$ cat src/rtl/types_pkg.sv
// Shared types for the detector-side responder of the trigger/ready handshake.
`timescale 1ns/1ps
package types_pkg;

    localparam int RESP_CNT_W = 32;

    typedef struct packed {
        logic [RESP_CNT_W-1:0] min_trig_len;
        logic [RESP_CNT_W-1:0] ready_delay;
        logic [RESP_CNT_W-1:0] ready_len;
    } responder_params_t;

    typedef enum logic [2:0] {
        IDLE,
        MEASURE,
        DELAY,
        READY,
        DEAD
    } resp_state_t;

endpackage

$ cat src/rtl/sync_edge.sv
// Two-flop synchronizer with a rising-edge strobe on the synchronized level.
`timescale 1ns/1ps
module sync_edge (
    input  logic clock,
    input  logic reset,
    input  logic din,
    output logic sync,
    output logic rise
);

    logic s1_q;
    logic s2_q;
    logic s3_q;

    always_ff @(posedge clock or negedge reset) begin
        if (!reset) begin
            s1_q <= 1'b0;
            s2_q <= 1'b0;
            s3_q <= 1'b0;
        end else begin
            s1_q <= din;
            s2_q <= s1_q;
            s3_q <= s2_q;
        end
    end

    assign sync = s2_q;
    assign rise = s2_q & ~s3_q;

endmodule

$ cat src/rtl/detector_responder.sv
// Qualifies output_trigger width, waits ready_delay, returns a detector_ready pulse.
// Build with RESP_FAULT_INJECT_EN to add drop_ready / drop_count.
`timescale 1ns/1ps
module detector_responder
    import types_pkg::*;
#(
    parameter int CNT_W = RESP_CNT_W
) (
    input  logic              clock,
    input  logic              reset,
    input  logic              enable,
    input  responder_params_t par,
    input  logic              output_trigger,
    input  logic              clear_err,
    output logic              detector_ready,
    output logic              busy,
    output logic [CNT_W-1:0]  trig_count,
    output logic [CNT_W-1:0]  glitch_count,
    output logic              overlap_err
`ifdef RESP_FAULT_INJECT_EN
    ,
    input  logic              drop_ready,
    output logic [CNT_W-1:0]  drop_count
`endif
);

    localparam logic [CNT_W-1:0] ONE = CNT_W'(1);

    logic trig_s;
    logic rise;

    sync_edge u_sync (
        .clock (clock),
        .reset (reset),
        .din   (output_trigger),
        .sync  (trig_s),
        .rise  (rise)
    );

    resp_state_t      state_q, state_d;
    logic [CNT_W-1:0] width_q, width_d;
    logic [CNT_W-1:0] cnt_q, cnt_d;
    logic [CNT_W-1:0] rd_q, rd_d;
    logic [CNT_W-1:0] rlen_q, rlen_d;
    logic [CNT_W-1:0] trig_q, trig_d;
    logic [CNT_W-1:0] glitch_q, glitch_d;
    logic [CNT_W-1:0] drop_q, drop_d;
    logic             err_q, err_d;
    logic             rdy_q, rdy_d;
    logic             armed_q, armed_d;

    logic [CNT_W-1:0] minl;
    logic [CNT_W-1:0] rlen_in;
    logic             accept;
    logic             ovl;

    assign minl    = (CNT_W'(par.min_trig_len) == '0) ? ONE : CNT_W'(par.min_trig_len);
    assign rlen_in = (CNT_W'(par.ready_len) == '0) ? ONE : CNT_W'(par.ready_len);

    assign ovl = enable & rise &
                 ((state_q == DELAY) | (state_q == READY) | (state_q == DEAD));

    always_comb begin
        state_d  = state_q;
        width_d  = width_q;
        cnt_d    = cnt_q;
        rd_d     = rd_q;
        rlen_d   = rlen_q;
        trig_d   = trig_q;
        glitch_d = glitch_q;
        drop_d   = drop_q;
        rdy_d    = rdy_q;
        armed_d  = armed_q;
        accept   = 1'b0;
        err_d    = (err_q & ~clear_err) | ovl;

        if (!enable) begin
            state_d = IDLE;
            rdy_d   = 1'b0;
            armed_d = 1'b0;
        end else begin
            unique case (state_q)
                IDLE: begin
                    if (!trig_s) begin
                        armed_d = 1'b1;
                    end else if (armed_q) begin
                        if (minl == ONE) begin
                            accept = 1'b1;
                        end else begin
                            width_d = ONE;
                            state_d = MEASURE;
                        end
                    end
                end
                MEASURE: begin
                    if (!trig_s) begin
                        if (glitch_q != '1) glitch_d = glitch_q + ONE;
                        state_d = IDLE;
                    end else if (width_q + ONE == minl) begin
                        accept = 1'b1;
                    end else if (width_q != '1) begin
                        width_d = width_q + ONE;
                    end
                end
                DELAY: begin
                    if (cnt_q == rd_q) begin
                        state_d = READY;
                        cnt_d   = ONE;
                        rdy_d   = 1'b1;
                    end else begin
                        cnt_d = cnt_q + ONE;
                    end
                end
                READY: begin
                    if (cnt_q == rlen_q) begin
                        state_d = DEAD;
                        rdy_d   = 1'b0;
                    end else begin
                        cnt_d = cnt_q + ONE;
                    end
                end
                DEAD: begin
                    if (!trig_s) state_d = IDLE;
                end
                default: state_d = IDLE;
            endcase

            // Response timing is frozen at acceptance; later par edits wait for the next trigger.
            if (accept) begin
                trig_d  = trig_q + ONE;
                cnt_d   = '0;
                rd_d    = CNT_W'(par.ready_delay);
                rlen_d  = rlen_in;
                state_d = DELAY;
`ifdef RESP_FAULT_INJECT_EN
                if (drop_ready) begin
                    state_d = DEAD;
                    drop_d  = drop_q + ONE;
                end
`endif
            end
        end
    end

    always_ff @(posedge clock or negedge reset) begin
        if (!reset) begin
            state_q  <= IDLE;
            width_q  <= '0;
            cnt_q    <= '0;
            rd_q     <= '0;
            rlen_q   <= '0;
            trig_q   <= '0;
            glitch_q <= '0;
            drop_q   <= '0;
            err_q    <= 1'b0;
            rdy_q    <= 1'b0;
            armed_q  <= 1'b0;
        end else begin
            state_q  <= state_d;
            width_q  <= width_d;
            cnt_q    <= cnt_d;
            rd_q     <= rd_d;
            rlen_q   <= rlen_d;
            trig_q   <= trig_d;
            glitch_q <= glitch_d;
            drop_q   <= drop_d;
            err_q    <= err_d;
            rdy_q    <= rdy_d;
            armed_q  <= armed_d;
        end
    end

    assign detector_ready = rdy_q;
    assign busy           = (state_q != IDLE);
    assign trig_count     = trig_q;
    assign glitch_count   = glitch_q;
    assign overlap_err    = err_q;
`ifdef RESP_FAULT_INJECT_EN
    assign drop_count     = drop_q;
`endif

endmodule
$ cat config.mk
export PLATFORM = sky130hd
export DESIGN_NAME = detector_responder
export DESIGN_NICKNAME = d
export VERILOG_FILES = /design/src/rtl/types_pkg.sv /design/src/rtl/sync_edge.sv /design/src/rtl/detector_responder.sv
export SDC_FILE = /design/constraint.sdc
export NUM_CORES = 1
export LEC_CHECK = 0
export ABC_AREA = 1
export CAP_MARGIN = 0
export CORE_UTILIZATION = 30
export DETAILED_ROUTE_END_ITERATION = 7
export PLACE_DENSITY = 0.54
export SLEW_MARGIN = 20
export SYNTH_ARGS = -nofsm -noshare
export SYNTH_HDL_FRONTEND = slang
export SYNTH_SLANG_ARGS = --single-unit
$ cat constraint.sdc
create_clock -name clock -period 2.6 [get_ports clock]
set_input_delay 0.39 -clock clock [delete_from_list [all_inputs] [get_ports clock]]
set_output_delay 0.39 -clock clock [all_outputs]
set_load 0.005 [all_outputs]
# Word level (Yosys, flattened, before mapping)

Cells that the tools add are included.

Flip-flop bits (word level): 201
Input bits: 101
Word-level logic and storage cells: 105

Add/subtract/negate cells: 4
Eq/ne operators: 28
Multiplexer cells: 36
Bitwise logic cells: 10
Reduce and logical (&&, ||, !) cells: 14

Operators with widths:

| kind                                                  | count |
|---|---|
| two-way mux 32 bit                                    | 11 |
| adder 32 x 1 -> 32 bit (second input constant)        | 4 |
| case mux 32 bit (2 select lines)                      | 2 |
| equality test 32 bit                                  | 3 |
| zero test 32 bit                                      | 2 |
| != test 32 bit (second input constant)                | 2 |
| equality test 32 x 1 -> 1 bit (second input constant) | 1 |
| two-way mux 3 bit                                     | 8 |
| two-way mux 1 bit                                     | 12 |
| != test 4 bit (second input constant)                 | 3 |
| case mux 3 bit (4 select lines)                       | 1 |
| != test 2 bit (second input constant)                 | 5 |
| != test 3 x 2 -> 1 bit (second input constant)        | 3 |
| != test 4 x 2 -> 1 bit (second input constant)        | 2 |
| AND reduction 8 bit                                   | 1 |
| equality test 3 x 2 -> 1 bit (second input constant)  | 2 |
| != test 2 x 1 -> 1 bit (second input constant)        | 3 |
| AND reduction 3 bit                                   | 2 |
| AND reduction 6 bit                                   | 1 |
| nonzero test 3 bit                                    | 2 |
| AND 1 bit                                             | 4 |
| != test 4 x 3 -> 1 bit (second input constant)        | 1 |
| case mux 1 bit (2 select lines)                       | 2 |
| AND reduction 2 bit                                   | 2 |
| 9 further kinds                                       | 13 |

# Logic depth before layout (Yosys ltp)

Depth after elaboration: 10
Gate-level depth with buffers: 22
Mapped depth without buffers: 21

# Modules after synthesis

From an unflattened synthesis, not the netlist that was laid out.

Cells, all modules: 1804
Area total of the unflattened synthesis: 12381.9 µm²

By module, submodules not included:

| module             | times used | cells each | area each (µm²) | seq. area each (µm²) |
|---|---|---|---|---|
| detector_responder | 1          | 1799       | 12296.8         | 4954.8 |
| sync_edge          | 1          | 5          | 85.1            | 75.1 |

# Worst setup path before layout

OpenSTA, ideal clock, no wires.

Kind: register to register
From: register width_q[0]
To: register rlen_q[2]
Setup time: 0.116 ns
Arrival: 2.303 ns
Required time: 2.484 ns
Path slack: 0.180 ns
Stages on the path, launching flop included: 21
Buffers on the path: 2
Clock period less this slack: 2.420 ns
Path through: dfrtp_1 -> ha_1 -> nand2_1 -> nor2_2 -> nand2_2 -> nor2_4 -> nand2_1 -> o21ai_1 -> nand2_1 -> nand2_1 -> nand2_1 -> nor2_1 -> nand2_1 -> nor2_1 -> nand2_1 -> nand2_4 -> nand2_4 -> buf_2 -> buf_2 -> nand2_1 -> nand2_1

Longest elaborated chain between the ends: 7

Ends and longest elaborated chain:

| element                              | RTL line                  | text |
|---|---|---|
| from (decl)                          | detector_responder.sv:41  | `logic [CNT_W-1:0] width_q, width_d;` |
| from (signal assigned)               | detector_responder.sv:160 | `width_q <= width_d;` |
| adder 32 x 1 -> 32 bit               | detector_responder.sv:99  | `end else if (width_q + ONE == minl) begin` |
| equality test 32 bit                 | detector_responder.sv:99  |  |
| two-way mux 1 bit                    | detector_responder.sv:99  |  |
| two-way mux 1 bit                    | detector_responder.sv:96  | `if (!trig_s) begin` |
| case mux 1 bit (2 select lines)      | detector_responder.sv:82  | `unique case (state_q)` |
| two-way mux 1 bit                    | detector_responder.sv:77  | `if (!enable) begin` |
| AND reduction 2 bit (no source line) | n/a                       |  |
| to (signal assigned)                 | detector_responder.sv:163 | `rlen_q <= rlen_d;` |
| to (decl)                            | detector_responder.sv:44  | `logic [CNT_W-1:0] rlen_q, rlen_d;` |

No other way between the ends. The select of a mux whose other input is x is not followed.
A chain may end at the register's enable or synchronous reset.

# Worst setup path in the final report

From: register width_q[1]
To: register width_q[17]

Longest elaborated chain between the ends: 5
Elaborated cells between the ends (all ways): 10
Classes of those cells: add/sub (1); eq/ne (4); mux (4); reduce/logical (1)

Ends and longest elaborated chain:

| element |
|---|
| parallel branches: the longest is 5 deep, another holds adder 32 x 1 -> 32 bit |

Several ways; the timed one is not identified. The select of a mux whose other input is x is not followed.

==> out/results.ini <==
[outcome]
run_status=finished, violations left
failed_checks=setup timing

[cts]
cts.sinks=201
cts.path.max_buffers=3
tritoncts=yes
cts-root-buf=clkbuf_16
clock_latency_ns=0.56
htreeDepth=1
clk_pin_slew_worst_paths_ns=0.06
tritoncts.num_buffers=27

[global_routing]
grt_overflow=0
grt_max_degree=84
antenna_found_initial=1
track_usage=0.1954
grt_pass1_wl_um=65300
grt_pass1_vias=12540

[cells_and_area]
fin_util=0.4499
instances_no_fill=2739
area_delta_synth_final_pct=46.46
final_layout_size_suffix_gt1_frac=0.2182
nNetsFinal=2300
n_antenna_cell=0

[power]
clkPwrFrac=0.435
p_total_uw=8213
leakagePower_uw=0.008664
seqPwrFrac=0.404
power_density_mw_per_mm2=454.3
p_sw_frac=0.2753
pwr-share-comb=0.161
vdd_drop_max_mv=0.4717
switchingPower_uw=2261
internal_power_uw=5952

[critical_path]
worstSetupStartpointType=flop
cp.arrival_ns=3.21
path_class=reg2reg
worstPathMaxFanout=20
crit_path_end_kind=flop
worstPathRequired_ns=3.01

[hold_path]
hold_class=in2async

[route]
ant_nets=0
drt_wl_total_um=41470
wire_per_inst_um=15.14
vias_per_cell=4.725
drt_iter0_drc=804
first_pass_iters=6
num_vias=12940
drc=0

[yosys]
synthDistinctLibCells=39
synth_top_area_frac=0.4075
seq_area_frac_synth=0.4075
syn_area_per_cell_um2=6.923
yosysTopAreaCell=dfrtp_1
synthArstFlopShare=1.000
synth_cells=1783
synthesis.area_mm2=0.01234
synth_seq_cells=201
syn-num-nets=1888
synthFlopType=dfrtp_1
synth_edf_count=0
synth_warnings=0
synth.area.top_cells=dfrtp_1, nand2_1, nand3_1

[sta]
relSlewSlack=0.6412
fin_skew_ns=0.03178
setup_violations=161
worstMarginPinSlew_ns=0.5340
layout_setup_ws_ns=-0.2001
slew_violations=0
max_clock_freq_mhz=357.1
rsz0062_at_grt=true
final.min_clock_period_ns=2.800
post-route-period-util=1.077
hold_viol_final=0

[die]
ios=168
fp-row-count=73
fp.dieW_um=204.9
die_h_um=204.9
core_mm2=0.04019
start_util=0.3072
dieArea_mm2=0.04196

[placed_design]
place_ws_ns=-0.5947
dp_hpwl_um=30390
dp_cells=2674
place_congestion=0.9003
portBuffers=167

[run]
max_cap_violations=0

[power groups by stage]
stage | clock network, µW | registers, µW | logic, µW
after floorplan | 0 | 3350 | 472
after global placement | 0 | 3360 | 1240
after detailed placement | 0 | 3360 | 1240
after CTS | 3670 | 3310 | 1260
after global routing | 3770 | 3330 | 1460
final | 3570 | 3320 | 1320
[critical path: stages (launching register included)]
cell and delay [ns]:
dfrtp_1 0.40, buf_6 0.13, nand2_4 0.05, nor2_4 0.22, nand2_4 0.15, nor2_4 0.15, buf_4 0.13, buf_4 0.10
nand2_1 0.05, nand2_1 0.07, nand2_1 0.07, nand2_1 0.11, nand2_1 0.10, nor2_4 0.09, nand2_2 0.07, nor2_2 0.11
nand2_2 0.10, nand2_2 0.15, inv_1 0.10, buf_12 0.16, nand3_1 0.06, o21ai_0 0.08
[cells in the mapped netlist (4+ instances only)]
| master | n |
|---|---|
| nor2_2 | 4 |
| ha_1 | 4 |
| o31ai_1 | 10 |
| nand3_1 | 152 |
| xnor2_1 | 46 |
| dfrtp_1 | 201 |
| nor2_4 | 7 |
| nand3b_1 | 19 |
| inv_1 | 188 |
| or2_2 | 35 |
| nor3_1 | 35 |
| o21ai_0 | 83 |
| buf_2 | 11 |
| nand2_1 | 664 |
| nor4_1 | 26 |
| nand4_1 | 48 |
| xor2_1 | 34 |
| clkbuf_1 | 23 |
| buf_4 | 7 |
| nor2_1 | 149 |
[metrics by stage]
stage	hold WS [ns]	setup TNS (ns)	instance area, µm²
6_report	0.2765	-19.00	18080
5_1_grt	0.2825	-56.81	18080
4_1_cts	0.2619	-24.33	17510
3_5_place_dp	0.2932	-79.21	16420
3_3_place_gp	0.2891	-73.15	16420
2_1_floorplan	0.09441	0	12340
[timing repair]
| action | CTS | global route |
|---|---|---|
| pin swaps | 12 | 66 |
| endpoints found under the setup margin | 166 | 170 |
| setup buffers | 5 | 8 |
| hold endpoints to repair | 18 | 0 |
| gates cloned | 2 | 4 |
| gates resized for setup | 46 | 164 |
| hold buffers | 1 | 0 |
[flip-flops by register name, summed over array words and instances (netlist names)]
| name | count |
|---|---|
| state_q | 3 |
| glitch_count | 32 |
| overlap_err | 1 |
| rd_q | 32 |
| cnt_q | 32 |
| u_sync.sync | 1 |
| u_sync.s3_q | 1 |
| trig_count | 32 |
| u_sync.s1_q | 1 |
| rlen_q | 32 |
| width_q | 32 |
| armed_q | 1 |
| detector_ready | 1 |
[layer usage]
layer	GRT usage	vias to the layer above	wire [µm]
li1	-	6512	-
met1	0.2728	6062	19360
met2	0.3138	296	19210
met3	0.02339	71	1829
met4	0.05979	2	1057
met5	0	-	13
[worst paths after layout]
path / depth (start not counted) / from / slack, ns / end
worst max-delay path: 21 / width_q[1] / -0.20 / width_q[17]
worst min-delay path: 2 / reset / 0.28 / cnt_q[24]
worst max register to register: 21 / width_q[1] / -0.20 / width_q[17]
worst min register to register: 0 / u_sync.s1_q / 0.35 / u_sync.sync
max in group asynchronous: 3 / reset / 1.50 / width_q[2]
min in group clock: 1 / output_trigger / 0.30 / u_sync.s1_q
[final cells by class]
cell class	instances	area, µm²
clock buffer	42	802.0
clock inverter	6	38.79
fill	4069	22110
inverter	192	737.0
multi-input combinational	1345	6880
sequential	201	5036
tap	525	656.9
timing repair buffer	428	3929
[kinds of logic (layout without fill, tap and decap cells)]
group | after synthesis | after routing | share of synthesized area
and+or+nand+nor | 1152 | 1152 | 0.4070
buffers and inverters | 237 | 668 | 0.07602
DFF | 201 | 201 | 0.4075
AOI/OAI and AO/OA | 109 | 109 | 0.04875
xor gates and xnor gates | 80 | 80 | 0.05676
adders and majority gates | 4 | 4 | 0.004054
[cells in the final DEF, fill, tap and decap left out, types with 30 or more instances in the layout]
cell             synthesis  final
nand3_1                152    130
nand2_1                664    612
xnor2_1                 46     45
o21ai_0                 83     43
inv_1                  188    188
nand4_1                 48     48
nand2_2                  3     49
clkbuf_16                0     30
nor2_1                 149    130
clkdlybuf4s50_1          0    166
dfrtp_1                201    196
xor2_1                  34     34
buf_4                    7    230
or2_2                   35     35
nor3_1                  35     33
Power figures use the tool's default switching activity.
